--- src/rtl/main_if.sv ---
// Board-level signal bundle for the traffic-light controller: road/override inputs,
// lights, seven-segment display and debug countdowns.
interface main_if;
  logic       Set;
  logic       Online;
  logic       Police;
  logic       AV;
  logic       Peaks;
  logic [1:0] CarRatio;
  logic       Ten;
  logic       Cm;
  logic       Cc;
  logic       PQm;
  logic       PQc;
  logic       Source;
  logic [2:0] LED16;
  logic [2:0] LED17;
  logic [7:0] SIG_C;
  logic [7:0] AN;
  logic [6:0] main_rest_time;
  logic [6:0] sub_rest_time;
  logic [3:0] control_state;

  modport slave (
    input  Set, Online, Police, AV, Peaks, CarRatio, Ten, Cm, Cc, PQm, PQc,
    output Source, LED16, LED17, SIG_C, AN, main_rest_time, sub_rest_time, control_state
  );

  modport master (
    output Set, Online, Police, AV, Peaks, CarRatio, Ten, Cm, Cc, PQm, PQc,
    input  Source, LED16, LED17, SIG_C, AN, main_rest_time, sub_rest_time, control_state
  );
endinterface

--- src/rtl/main.sv ---
// Two-road traffic-light controller with overrides, countdowns and a multiplexed
// 8-digit display. Define SEG_DISPLAY_EN to build the scan multiplexer and decoder.
module main #(
  parameter int unsigned TICK_DIV = 100_000_000,
  parameter int unsigned SCAN_DIV = 100_000
) (
  input  logic  clk,
  input  logic  Reset,
  main_if.slave bus
);

  typedef enum logic [3:0] {
    S_OFF    = 4'd0,
    S_MG     = 4'd1,
    S_MY     = 4'd2,
    S_SG     = 4'd3,
    S_SY     = 4'd4,
    S_FLASH  = 4'd5,
    S_POLICE = 4'd6,
    S_EMERG  = 4'd7
  } phase_t;

  localparam int unsigned TW = (TICK_DIV > 1) ? $clog2(TICK_DIV) : 1;
  localparam logic [TW-1:0] TICK_LAST = TW'(TICK_DIV - 1);
  localparam logic [6:0] YELLOW_S = 7'd3;

  localparam logic [2:0] C_RED = 3'b100;
  localparam logic [2:0] C_GRN = 3'b010;
  localparam logic [2:0] C_YEL = 3'b110;
  localparam logic [2:0] C_OFF = 3'b000;

  phase_t       state, state_n;
  logic [6:0]   rest, rest_n, clamped;
  logic [6:0]   main_dur, side_dur;
  logic [6:0]   main_rest_c, sub_rest_c;
  logic [TW-1:0] tick_cnt;
  logic         tick, tick_clr, parity;

  assign tick = (tick_cnt == TICK_LAST);

  always_comb begin
    main_dur = 7'd30;
    side_dur = 7'd20;
    if (bus.Peaks) begin
      case (bus.CarRatio)
        2'd1:    begin main_dur = 7'd60; side_dur = 7'd20; end
        2'd2:    begin main_dur = 7'd30; side_dur = 7'd60; end
        default: begin main_dur = 7'd45; side_dur = 7'd30; end
      endcase
    end
  end

  always_comb begin
    clamped = rest;
    if (((state == S_MG) && bus.PQm) || ((state == S_SG) && bus.PQc)) begin
      if (clamped > 7'd5) clamped = 7'd5;
    end
    if (((state == S_MG) || (state == S_SG)) && bus.Ten) begin
      if (clamped > 7'd10) clamped = 7'd10;
    end
  end

  always_comb begin
    state_n  = state;
    rest_n   = rest;
    tick_clr = 1'b0;
    if (!bus.Set) begin
      state_n = S_OFF;
      rest_n  = '0;
    end else if (bus.Police) begin
      state_n = S_POLICE;
      rest_n  = '0;
    end else if (bus.AV) begin
      state_n = S_EMERG;
      rest_n  = '0;
    end else if (bus.Online) begin
      state_n = S_FLASH;
      rest_n  = '0;
    end else begin
      case (state)
        S_MG, S_MY, S_SG, S_SY: begin
          rest_n = clamped;
          if (tick) begin
            if (clamped != 7'd1) begin
              rest_n = clamped - 7'd1;
            end else begin
              // Expiry: a road with no competing traffic keeps its green.
              case (state)
                S_MG: begin
                  if (bus.Cc) begin
                    state_n = S_MY;
                    rest_n  = YELLOW_S;
                  end else begin
                    rest_n = main_dur;
                  end
                end
                S_MY: begin
                  state_n = S_SG;
                  rest_n  = side_dur;
                end
                S_SG: begin
                  if (!bus.Cm && bus.Cc) begin
                    rest_n = side_dur;
                  end else begin
                    state_n = S_SY;
                    rest_n  = YELLOW_S;
                  end
                end
                default: begin
                  state_n = S_MG;
                  rest_n  = main_dur;
                end
              endcase
            end
          end
        end
        default: begin
          state_n  = S_MG;
          rest_n   = main_dur;
          tick_clr = 1'b1;
        end
      endcase
    end
  end

  always_ff @(posedge clk or posedge Reset) begin
    if (Reset) begin
      state    <= S_OFF;
      rest     <= '0;
      tick_cnt <= '0;
      parity   <= 1'b0;
    end else begin
      state <= state_n;
      rest  <= rest_n;
      if (tick || tick_clr) tick_cnt <= '0;
      else                  tick_cnt <= tick_cnt + 1'b1;
      if (tick) parity <= ~parity;
    end
  end

  always_comb begin
    main_rest_c = '0;
    sub_rest_c  = '0;
    case (state)
      S_MG:       begin main_rest_c = rest;            sub_rest_c = rest + YELLOW_S; end
      S_SG:       begin main_rest_c = rest + YELLOW_S; sub_rest_c = rest;            end
      S_MY, S_SY: begin main_rest_c = rest;            sub_rest_c = rest;            end
      default:    ;
    endcase
  end

  always_ff @(posedge clk or posedge Reset) begin
    if (Reset) begin
      bus.control_state  <= '0;
      bus.LED16          <= C_OFF;
      bus.LED17          <= C_OFF;
      bus.main_rest_time <= '0;
      bus.sub_rest_time  <= '0;
      bus.Source         <= 1'b0;
    end else begin
      bus.control_state  <= state;
      bus.main_rest_time <= main_rest_c;
      bus.sub_rest_time  <= sub_rest_c;
      bus.Source         <= (state == S_POLICE) || (state == S_EMERG);
      case (state)
        S_MG:     begin bus.LED16 <= C_GRN; bus.LED17 <= C_RED; end
        S_MY:     begin bus.LED16 <= C_YEL; bus.LED17 <= C_RED; end
        S_SG:     begin bus.LED16 <= C_RED; bus.LED17 <= C_GRN; end
        S_SY:     begin bus.LED16 <= C_RED; bus.LED17 <= C_YEL; end
        S_FLASH:  begin
          bus.LED16 <= parity ? C_OFF : C_YEL;
          bus.LED17 <= parity ? C_OFF : C_YEL;
        end
        S_POLICE: begin bus.LED16 <= C_RED; bus.LED17 <= C_RED; end
        S_EMERG:  begin bus.LED16 <= C_GRN; bus.LED17 <= C_RED; end
        default:  begin bus.LED16 <= C_OFF; bus.LED17 <= C_OFF; end
      endcase
    end
  end

`ifdef SEG_DISPLAY_EN
  localparam int unsigned SW = (SCAN_DIV > 1) ? $clog2(SCAN_DIV) : 1;
  localparam logic [SW-1:0] SCAN_LAST = SW'(SCAN_DIV - 1);

  logic [SW-1:0] scan_cnt;
  logic [2:0]    digit;
  logic [6:0]    dval;
  logic          blank;

  function automatic logic [6:0] seg7(input logic [6:0] v);
    case (v)
      7'd0:    return 7'h3F;
      7'd1:    return 7'h06;
      7'd2:    return 7'h5B;
      7'd3:    return 7'h4F;
      7'd4:    return 7'h66;
      7'd5:    return 7'h6D;
      7'd6:    return 7'h7D;
      7'd7:    return 7'h07;
      7'd8:    return 7'h7F;
      7'd9:    return 7'h6F;
      default: return 7'h00;
    endcase
  endfunction

  always_comb begin
    blank = 1'b1;
    dval  = '0;
    case (digit)
      3'd7:    begin dval = main_rest_c / 7'd10; blank = 1'b0; end
      3'd6:    begin dval = main_rest_c % 7'd10; blank = 1'b0; end
      3'd1:    begin dval = sub_rest_c / 7'd10;  blank = 1'b0; end
      3'd0:    begin dval = sub_rest_c % 7'd10;  blank = 1'b0; end
      default: ;
    endcase
    if (state == S_OFF) blank = 1'b1;
  end

  always_ff @(posedge clk or posedge Reset) begin
    if (Reset) begin
      scan_cnt  <= '0;
      digit     <= '0;
      bus.AN    <= '1;
      bus.SIG_C <= '1;
    end else begin
      if (scan_cnt == SCAN_LAST) begin
        scan_cnt <= '0;
        digit    <= digit + 3'd1;
      end else begin
        scan_cnt <= scan_cnt + 1'b1;
      end
      bus.AN    <= blank ? 8'hFF : ~(8'h01 << digit);
      bus.SIG_C <= blank ? 8'hFF : {1'b1, ~seg7(dval)};
    end
  end
`else
  assign bus.AN    = '1;
  assign bus.SIG_C = '1;
`endif

endmodule

--- src/flat_wrapper.sv ---
// flat-port wrapper written by rule: the top's interface ports become plain ports
module main_flat 
#(
  parameter int unsigned TICK_DIV = 100_000_000,
  parameter int unsigned SCAN_DIV = 100_000
)
  (clk, Reset, bus_Set, bus_Online, bus_Police, bus_AV, bus_Peaks, bus_CarRatio, bus_Ten, bus_Cm, bus_Cc, bus_PQm, bus_PQc, bus_Source, bus_LED16, bus_LED17, bus_SIG_C, bus_AN, bus_main_rest_time, bus_sub_rest_time, bus_control_state);
  main_if bus_i ();
  input  logic clk;
  input  logic Reset;
  input wire logic [$bits(bus_i.Set)-1:0] bus_Set;
  input wire logic [$bits(bus_i.Online)-1:0] bus_Online;
  input wire logic [$bits(bus_i.Police)-1:0] bus_Police;
  input wire logic [$bits(bus_i.AV)-1:0] bus_AV;
  input wire logic [$bits(bus_i.Peaks)-1:0] bus_Peaks;
  input wire logic [$bits(bus_i.CarRatio)-1:0] bus_CarRatio;
  input wire logic [$bits(bus_i.Ten)-1:0] bus_Ten;
  input wire logic [$bits(bus_i.Cm)-1:0] bus_Cm;
  input wire logic [$bits(bus_i.Cc)-1:0] bus_Cc;
  input wire logic [$bits(bus_i.PQm)-1:0] bus_PQm;
  input wire logic [$bits(bus_i.PQc)-1:0] bus_PQc;
  output wire logic [$bits(bus_i.Source)-1:0] bus_Source;
  output wire logic [$bits(bus_i.LED16)-1:0] bus_LED16;
  output wire logic [$bits(bus_i.LED17)-1:0] bus_LED17;
  output wire logic [$bits(bus_i.SIG_C)-1:0] bus_SIG_C;
  output wire logic [$bits(bus_i.AN)-1:0] bus_AN;
  output wire logic [$bits(bus_i.main_rest_time)-1:0] bus_main_rest_time;
  output wire logic [$bits(bus_i.sub_rest_time)-1:0] bus_sub_rest_time;
  output wire logic [$bits(bus_i.control_state)-1:0] bus_control_state;
  assign bus_i.Set = bus_Set;
  assign bus_i.Online = bus_Online;
  assign bus_i.Police = bus_Police;
  assign bus_i.AV = bus_AV;
  assign bus_i.Peaks = bus_Peaks;
  assign bus_i.CarRatio = bus_CarRatio;
  assign bus_i.Ten = bus_Ten;
  assign bus_i.Cm = bus_Cm;
  assign bus_i.Cc = bus_Cc;
  assign bus_i.PQm = bus_PQm;
  assign bus_i.PQc = bus_PQc;
  assign bus_Source = bus_i.Source;
  assign bus_LED16 = bus_i.LED16;
  assign bus_LED17 = bus_i.LED17;
  assign bus_SIG_C = bus_i.SIG_C;
  assign bus_AN = bus_i.AN;
  assign bus_main_rest_time = bus_i.main_rest_time;
  assign bus_sub_rest_time = bus_i.sub_rest_time;
  assign bus_control_state = bus_i.control_state;
  main #(.TICK_DIV(TICK_DIV), .SCAN_DIV(SCAN_DIV)) u_core (.clk(clk), .Reset(Reset), .bus(bus_i));
endmodule
--- config.mk ---
export PLATFORM = sky130hd
export DESIGN_NAME = main_flat
export DESIGN_NICKNAME = d
export VERILOG_FILES = /design/src/rtl/main_if.sv /design/src/rtl/main.sv /design/src/flat_wrapper.sv
export SDC_FILE = /design/constraint.sdc
export NUM_CORES = 1
export LEC_CHECK = 0
export CAP_MARGIN = 40
export CORE_MARGIN = 1.5
export CORE_UTILIZATION = 35
export CTS_CLUSTER_DIAMETER = 50
export DETAILED_ROUTE_END_ITERATION = 8
export GPL_ROUTABILITY_DRIVEN = 0
export PLACE_DENSITY = 0.57
export SKIP_LAST_GASP = 1
export SLEW_MARGIN = 10
export SYNTH_ARGS = -nofsm -noshare
export SYNTH_HDL_FRONTEND = slang
export SYNTH_SLANG_ARGS = --single-unit
--- constraint.sdc ---
create_clock -name clk -period 3.99 [get_ports clk]
set_input_delay 0.798 -clock clk [delete_from_list [all_inputs] [get_ports clk]]
set_output_delay 0.798 -clock clk [all_outputs]
set_load 0.03 [all_outputs]
==> results of run 1 <==
-- synth_stat cells (all sizes together) (2+ instances only) --
| cell type | n |
|---|---|
| inv | 16 |
| clkbuf | 22 |
| nand3 | 13 |
| or4 | 3 |
| buf | 20 |
| a22oi | 3 |
| or3 | 6 |
| a21o | 2 |
| o21bai | 2 |
| nor3b | 2 |
| mux2 | 2 |
| a31oi | 3 |
| xnor2 | 11 |
| a211oi | 2 |
| nor4 | 3 |
| nand4 | 8 |
| or2 | 3 |
| o31ai | 11 |
| nand3b | 3 |
| o211ai | 3 |
| dfrtp | 60 |
| and3 | 5 |
| nand2 | 38 |
| and4 | 2 |
| mux2i | 5 |
| nor2b | 4 |
| o21a | 3 |
| o21ai | 36 |
| ha | 7 |
| xor2 | 15 |
| o31a | 2 |
| conb | 2 |
| nor2 | 59 |
| a21oi | 21 |
| nor3 | 12 |
| nand2b | 4 |
-- layer usage --
layer | vias up | global-route usage | part of all wire
met5 | - | 0 | 0
met4 | 0 | 0.0763 | 0.018
met3 | 13 | 0.0405 | 0.063
met2 | 114 | 0.256 | 0.44
met1 | 1452 | 0.220 | 0.48
li1 | 1517 | - | -
-- worst register-to-register path, delay by kind of cell (launching register included) --
kind	cells	cell delay [ns]
mux	1	0.35
simple gates	4	2.19
compound gates	1	0.21
flops	1	0.41
-- registers in the layout (all words and copies together) (netlist names) --
| register | flops |
|---|---|
| u_core.bus.LED16 | 2 |
| u_core.bus.LED17 | 2 |
| u_core.bus.Source | 1 |
| u_core.bus.control_state | 3 |
| u_core.bus.main_rest_time | 7 |
| u_core.bus.sub_rest_time | 7 |
| u_core.parity | 1 |
| u_core.rest | 7 |
| u_core.state | 3 |
| u_core.tick_cnt | 27 |
-- worst paths after layout --
path	startpoint	endpoint	slack, ns	cells after the start
worst max-delay path	u_core.tick_cnt[11]$_DFF_PP0_	u_core.state[0]$_DFFE_PP0P_	0.72	6
worst min-delay path	u_core.tick_cnt[0]$_DFF_PP0_	u_core.tick_cnt[0]$_DFF_PP0_	0.48	1
worst max register to register	u_core.tick_cnt[11]$_DFF_PP0_	u_core.state[0]$_DFFE_PP0P_	0.72	6
worst min register to register	u_core.tick_cnt[0]$_DFF_PP0_	u_core.tick_cnt[0]$_DFF_PP0_	0.48	1
max in group asynchronous	Reset	u_core.tick_cnt[16]$_DFF_PP0_	2.34	3
min in group asynchronous	Reset	u_core.tick_cnt[3]$_DFF_PP0_	0.78	2
-- kinds of logic after synthesis --
group	after synthesis
buf+inv	58
xor+xnor	26
fa+ha+maj	7
other cells	2
simple gates	169
mux	7
compound gates	101
flops	60
-- per-stage QoR --
step	worst slack [ns]	cells	utilization
finish	0.725	600	0.415
global route	0.609	600	0.415
detailed placement	0.588	584	0.397
global placement	0.666	583	0.396
floorplan	0.891	447	-
CTS	0.723	600	0.415
-- placed cells by master, fill, tap and decap left out, drive strengths merged, types with 3 or more instances in the layout --
cell / count
a21oi: 21
a22oi: 3
a31oi: 3
and3: 5
buf: 7
clkbuf: 10
clkdlybuf4s50: 35
clkinv: 4
conb: 19
dfrtp: 60
ha: 7
inv: 16
mux2i: 5
nand2: 38
nand2b: 4
nand3: 13
nand3b: 3
nand4: 8
nor2: 59
nor2b: 4
nor3: 12
nor4: 3
o211ai: 3
o21a: 3
o21ai: 36
o31ai: 11
or2: 3
or3: 6
or4: 3
xnor2: 11
xor2: 15
-- where the power goes --
part	switching [mW]	internal [mW]	leakage (nW)	total, mW
Sequential	0.0397	0.654	0.804	0.694
Clock	0.249	0.288	0.0962	0.537
Combinational	0.180	0.105	0.913	0.284
Total	0.468	1.05	1.81	1.51
-- layout make-up --
type,instances,share of cell area
Clock buffer,10,0.0300
Multi-Input combinational cell,329,0.450
Clock inverter,6,0.0153
Sequential cell,60,0.353
Inverter,16,0.0141
Timing Repair Buffer,43,0.0971
Tap cell,136,0.0400
==> results.md, run 1 <==
### Run status
• finished clean — run status

### Synthesis
• 0.0199 — share of cell area taken by muxes after synthesis
• simple AND/OR/NAND/NOR gates — dominant combinational cell family by area after synthesis
• 58 — count of cell types in the netlist
• sky130_fd_sc_hd__dfrtp_1 — Most used DFF post-synth
• 0 — number of synthesized flops with an enable pin
• 0 — Warnings, synthesis
• 8.48 um2 — mean instance size in the synthesized netlist
• 0.175 — complex-gate fraction of the synthesized area
• 0.0624 — post-synthesis share of cell area spent on xor and xnor gates
• 0.224 — Simple-Gate Fraction of Synth Area
• 60 — flip-flop and latch count after synthesis
• 430 — Cells after Synth
• 0.412 — area share of the largest cell type after synthesis
• 0.0240 — area share of fa/ha/maj cells after synthesis
• sky130_fd_sc_hd__dfrtp_1 — library cell occupying the most area in the post-synthesis netlist
• 1.00 — share of flip-flops with an asynchronous set or reset
• 3650 um2 — Netlist Area Pre-Place
• sky130_fd_sc_hd__dfrtp_1 (41%), sky130_fd_sc_hd__nor2_1 (6.1%), sky130_fd_sc_hd__o21ai_0 (4.8%) — cell types with the largest area share after synthesis
• 0.412 — post-synthesis sequential area ratio

### Critical path
• sky130_fd_sc_hd__or4b_4 — slowest stage cell, crit path
• 0 — sum of buffers and inverters on the critical path
• register — kind of end point of the critical path
• 0.59 ns — slowest cell delay on critical path
• 3.49 ns — Data arrival, critical path
• 8 — maximum fanout encountered on the critical timing path
• register to register — critical path type
• 4.21 ns — Crit path required time
• or4_1, or4_4, or3_1, or4b_4, a21oi_2, mux2_1 — series of cell instances along the critical path
• register — type of origin of the critical path
• simple AND/OR/NAND/NOR gates — cell family with most CP delay

### Detailed routing
• 153 — initial DRC count
• 8670 um — wire length reported by the detailed router
• 6 — DR pass1 iterations
• 14.4 um — routed length per instance
• 5.16 — via density per instance
• 0 — DRC violations left
• 0 — Detail Route Antenna Nets
• 3096 — vias post-DR

### Clock tree
• sky130_fd_sc_hd__clkbuf_8 — CTS root buffer
• 2 — Longest Clk Path Bufs
• 0 — number of setup buffers added after CTS
• 9 — number of buffers added by the clock tree synthesis step
• 0.34 ns — clock insertion delay at the later pin of the skew report
• built — clock tree from TritonCTS
• 0 — number of resized instances in the post-cts repair step
• 3 — H-Tree Level Count
• 0.07 ns — Reg clk slew, reported paths
• 0 — number of hold buffers added after CTS
• 60 — Clock Sink Count

### Pwr
• 356 nW/um2 — power per unit of standard cell area
• 1.51 mW — Final Total Pwr
• 0.000179 V — maximum vdd drop
• 1.81 nW — Leakage

### Layout
• 4250 um2 — Final Instance Area
• 16.5% — P&R area growth vs syn
• 480 — Layout Nets
• 1011 — count of fill cells added during filler insertion
• 1500 um2 — Storage cell area
• 1910 um2 — area of combinational cells with multiple inputs
• 0 — # diodes
• 0.0647 — share of layout cells above drive strength 1

### Global routing
• 0 — initial antenna violation count
• 2981 — vias in the first global route
• 38 — maximum number of pins on one net before global-route repair
• 14600 um — global-route wire length before repair
• 0.166 — global-route usage over all layers
• 0 — overflow left after global routing

### STA
• 0.0115 ns — Setup Skew
• 306 MHz — Max Clk Rate
• 0 — Final Setup Violations
• false — unrepaired setup endpoints after global routing
• 0 — max-slew violation count
• 0 — final hold violations
• 3.27 ns — final period demand of the worst path
• 0.428 — Slew headroom
• 0.818 — final worst path period share
• 0 ns — accumulated negative setup slack
• 0.479 ns — final worst hold slack
• 0.850 ns — transition at the pin with the smallest max-transition slack

### Placed design
• 35 — IO buf count
• 4060 um2 — post-placement cell area
• 6100 um — half-perimeter wire length of the detailed placement result

### Floorplanning
• 37 — number of rows created at floorplan
• 105 um — horizontal extent of the die
• 105 um — Die Height
• 0.356 — initial standard-cell utilization of the core
• 10200 um2 — placeable core region
• 11000 um2 — area of the die
• 55 — I/O pins

### Flow run
• 0 — maximum capacitance violations

### Hold path
• register to register — Tightest Hold Check Type

Note: power is estimated with default switching activity, not from simulation.
==> run 2: changes to the inputs <==
PLACE_DENSITY = 0.59   (was 0.57)
clock period = 2.86 ns   (was 3.99 ns; I/O delays follow)
==> run 2 against run 1 <==
Worst setup slack got worse by 0.69 ns; critical path depth did not move; wire length rose by 1.7%; register-to-register slack got worse by 0.69 ns; hold slack improved by 0.027 ns.
==> results.md, run 2 (synthesized netlist as in run 1, its figures left out) <==
### Global routing
• 0.167 — global-route usage over all layers
• 0 — overflow left after global routing
• 14700 um — global-route wire length before repair
• 3016 — vias in the first global route
• 28 — maximum number of pins on one net before global-route repair
• 0 — initial antenna violation count

### Critical path
• 3.09 ns — Crit path required time
• 6 — cell depth of the worst setup path
• register — type of origin of the critical path
• simple AND/OR/NAND/NOR gates — cell family with most CP delay
• 3.05 ns — Data arrival, critical path
• sky130_fd_sc_hd__or4_1 — slowest stage cell, crit path
• 0.04 ns — worst-case register-to-register setup slack
• 0 — sum of buffers and inverters on the critical path
• or4_1, or4_4, or3_4, or4b_4, a21oi_4, mux2_4 — series of cell instances along the critical path
• 4 — maximum fanout encountered on the critical timing path
• 6 — worst r2r path cells
• register to register — critical path type
• 0.53 ns — slowest cell delay on critical path
• register — kind of end point of the critical path

### Detailed routing
• 5.22 — via density per instance
• 189 — initial DRC count
• 5 — DR pass1 iterations
• 0 — Detail Route Antenna Nets
• 4340 um — routed metal-1 wirelength
• 3308 — vias post-DR
• met4 — highest metal used
• 8820 um — wire length reported by the detailed router
• 470 um — Met3 Wirelength
• 13.9 um — routed length per instance
• 3930 um — detailed-routed wire length on met2
• 0 — DRC violations left

### Placed design
• 6500 um — half-perimeter wire length of the detailed placement result
• 4330 um2 — post-placement cell area
• 617 — Placed Instances
• 35 — IO buf count
• -0.166 ns — post-placement worst setup slack

### Clock tree
• sky130_fd_sc_hd__clkbuf_8 — CTS root buffer
• built — clock tree from TritonCTS
• 0 — number of hold buffers added after CTS
• 60 — Clock Sink Count
• 2 — Longest Clk Path Bufs
• 3 — H-Tree Level Count
• 9 — number of buffers added by the clock tree synthesis step
• 0.07 ns — Reg clk slew, reported paths
• 0.34 ns — clock insertion delay at the later pin of the skew report

### STA
• 0 — final hold violations
• 0.00948 ns — Setup Skew
• 0.986 — final worst path period share
• 2.82 ns — final period demand of the worst path
• 0 — max-slew violation count
• 0.738 ns — transition at the pin with the smallest max-transition slack
• 355 MHz — Max Clk Rate
• 0.506 — Slew headroom
• true — unrepaired setup endpoints after global routing
• 0.0393 ns — crit path setup slack, layout
• 0 — Final Setup Violations

### Floorplanning
• 37 — number of rows created at floorplan
• 10200 um2 — placeable core region
• 105 um — Die Height
• 11000 um2 — area of the die
• 105 um — horizontal extent of the die
• 0.356 — initial standard-cell utilization of the core
• 55 — I/O pins

### Layout
• 27 — Largest register FFs
• 634 — count of non-filler cells in the finished layout
• 0 — # diodes
• 4560 um2 — Final Instance Area
• 0.445 — final core area utilization
• u_core.tick_cnt — register name with the most flops
• 24.9% — P&R area growth vs syn
• 514 — Layout Nets
• sky130_fd_sc_hd__nor2_1 (59), sky130_fd_sc_hd__dfrtp_1 (59), sky130_fd_sc_hd__buf_4 (41) — commonest non-fill, non-tap cells in the layout
• 0.137 — share of layout cells above drive strength 1

### Pwr
• 2.00 nW — Leakage
• 0.295 — Switching Share
• 0.191 — share of power burned in combinational logic
• 0.443 — part of the total power dissipated in sequential elements
• 483 nW/um2 — power per unit of standard cell area
• 0.366 — clock share of power
• 0.000255 V — maximum vdd drop
• 1.55 mW — internal power contribution
• 648 uW — P_sw
• 2.20 mW — Final Total Pwr

### Hold path
• 1 — cell count of the worst hold path
• register to register — Tightest Hold Check Type

### Run status
• finished clean — run status

### Flow run
• 0 — maximum capacitance violations

[run 2: cell types whose count changed in the layout (fill, tap and decap cells not counted), sizes merged]
cell | previous run | this run
clkinv | 4 | 2
clkinvlp | 1 | 0
clkdlybuf4s18 | 1 | 0
buf | 7 | 42
clkbuf | 10 | 13
[run 2: area by class of cell]
type	count	area (um2)
repair buffers	77	678
clock inverters	3	43.8
clock buffers	13	169
flip-flops and latches	60	1500
fillers	1003	5670
multi-input cells	329	1930
inverters	16	60.1
well taps	136	170
[run 2: power by group through the flow]
stage          registers [mW]  logic [mW]  clock network, mW
6_report                0.975       0.421              0.804
5_1_grt                 0.984       0.468              0.860
4_1_cts                 0.974       0.419              0.824
3_5_place_dp            0.990       0.417                  0
3_3_place_gp            0.983       0.408                  0
2_1_floorplan            1.00       0.278                  0
[run 2: layer usage]
metal  up-vias  GRT usage
met5         -          0
li1       1595          -
met2       116      0.249
met1      1589      0.241
met4         0     0.0607
met3         8     0.0299
[run 2: what timing repair did]
item	in CTS	in global routing
resized for setup	0	4
endpoints found under the setup margin	0	4
hold endpoints to repair	0	0
setup buffers	0	1
[run 2: worst paths after layout]
kind | from | end
worst min-delay path | u_core.tick_cnt[0]$_DFF_PP0_ | u_core.tick_cnt[0]$_DFF_PP0_
worst max register to register | u_core.tick_cnt[11]$_DFF_PP0_ | u_core.state[0]$_DFFE_PP0P_
worst max-delay path | u_core.tick_cnt[11]$_DFF_PP0_ | u_core.state[0]$_DFFE_PP0P_
max in group asynchronous | Reset | u_core.rest[1]$_DFF_PP0_
worst min register to register | u_core.tick_cnt[0]$_DFF_PP0_ | u_core.tick_cnt[0]$_DFF_PP0_
min in group asynchronous | Reset | u_core.tick_cnt[0]$_DFF_PP0_
[run 2: metrics by stage]
step / setup TNS, ns / hold slack (ns)
2_1_floorplan: 0 / 0.352
3_3_place_gp: -0.272 / 0.480
3_5_place_dp: -0.714 / 0.499
4_1_cts: 0 / 0.509
5_1_grt: -0.0169 / 0.545
6_report: 0 / 0.506
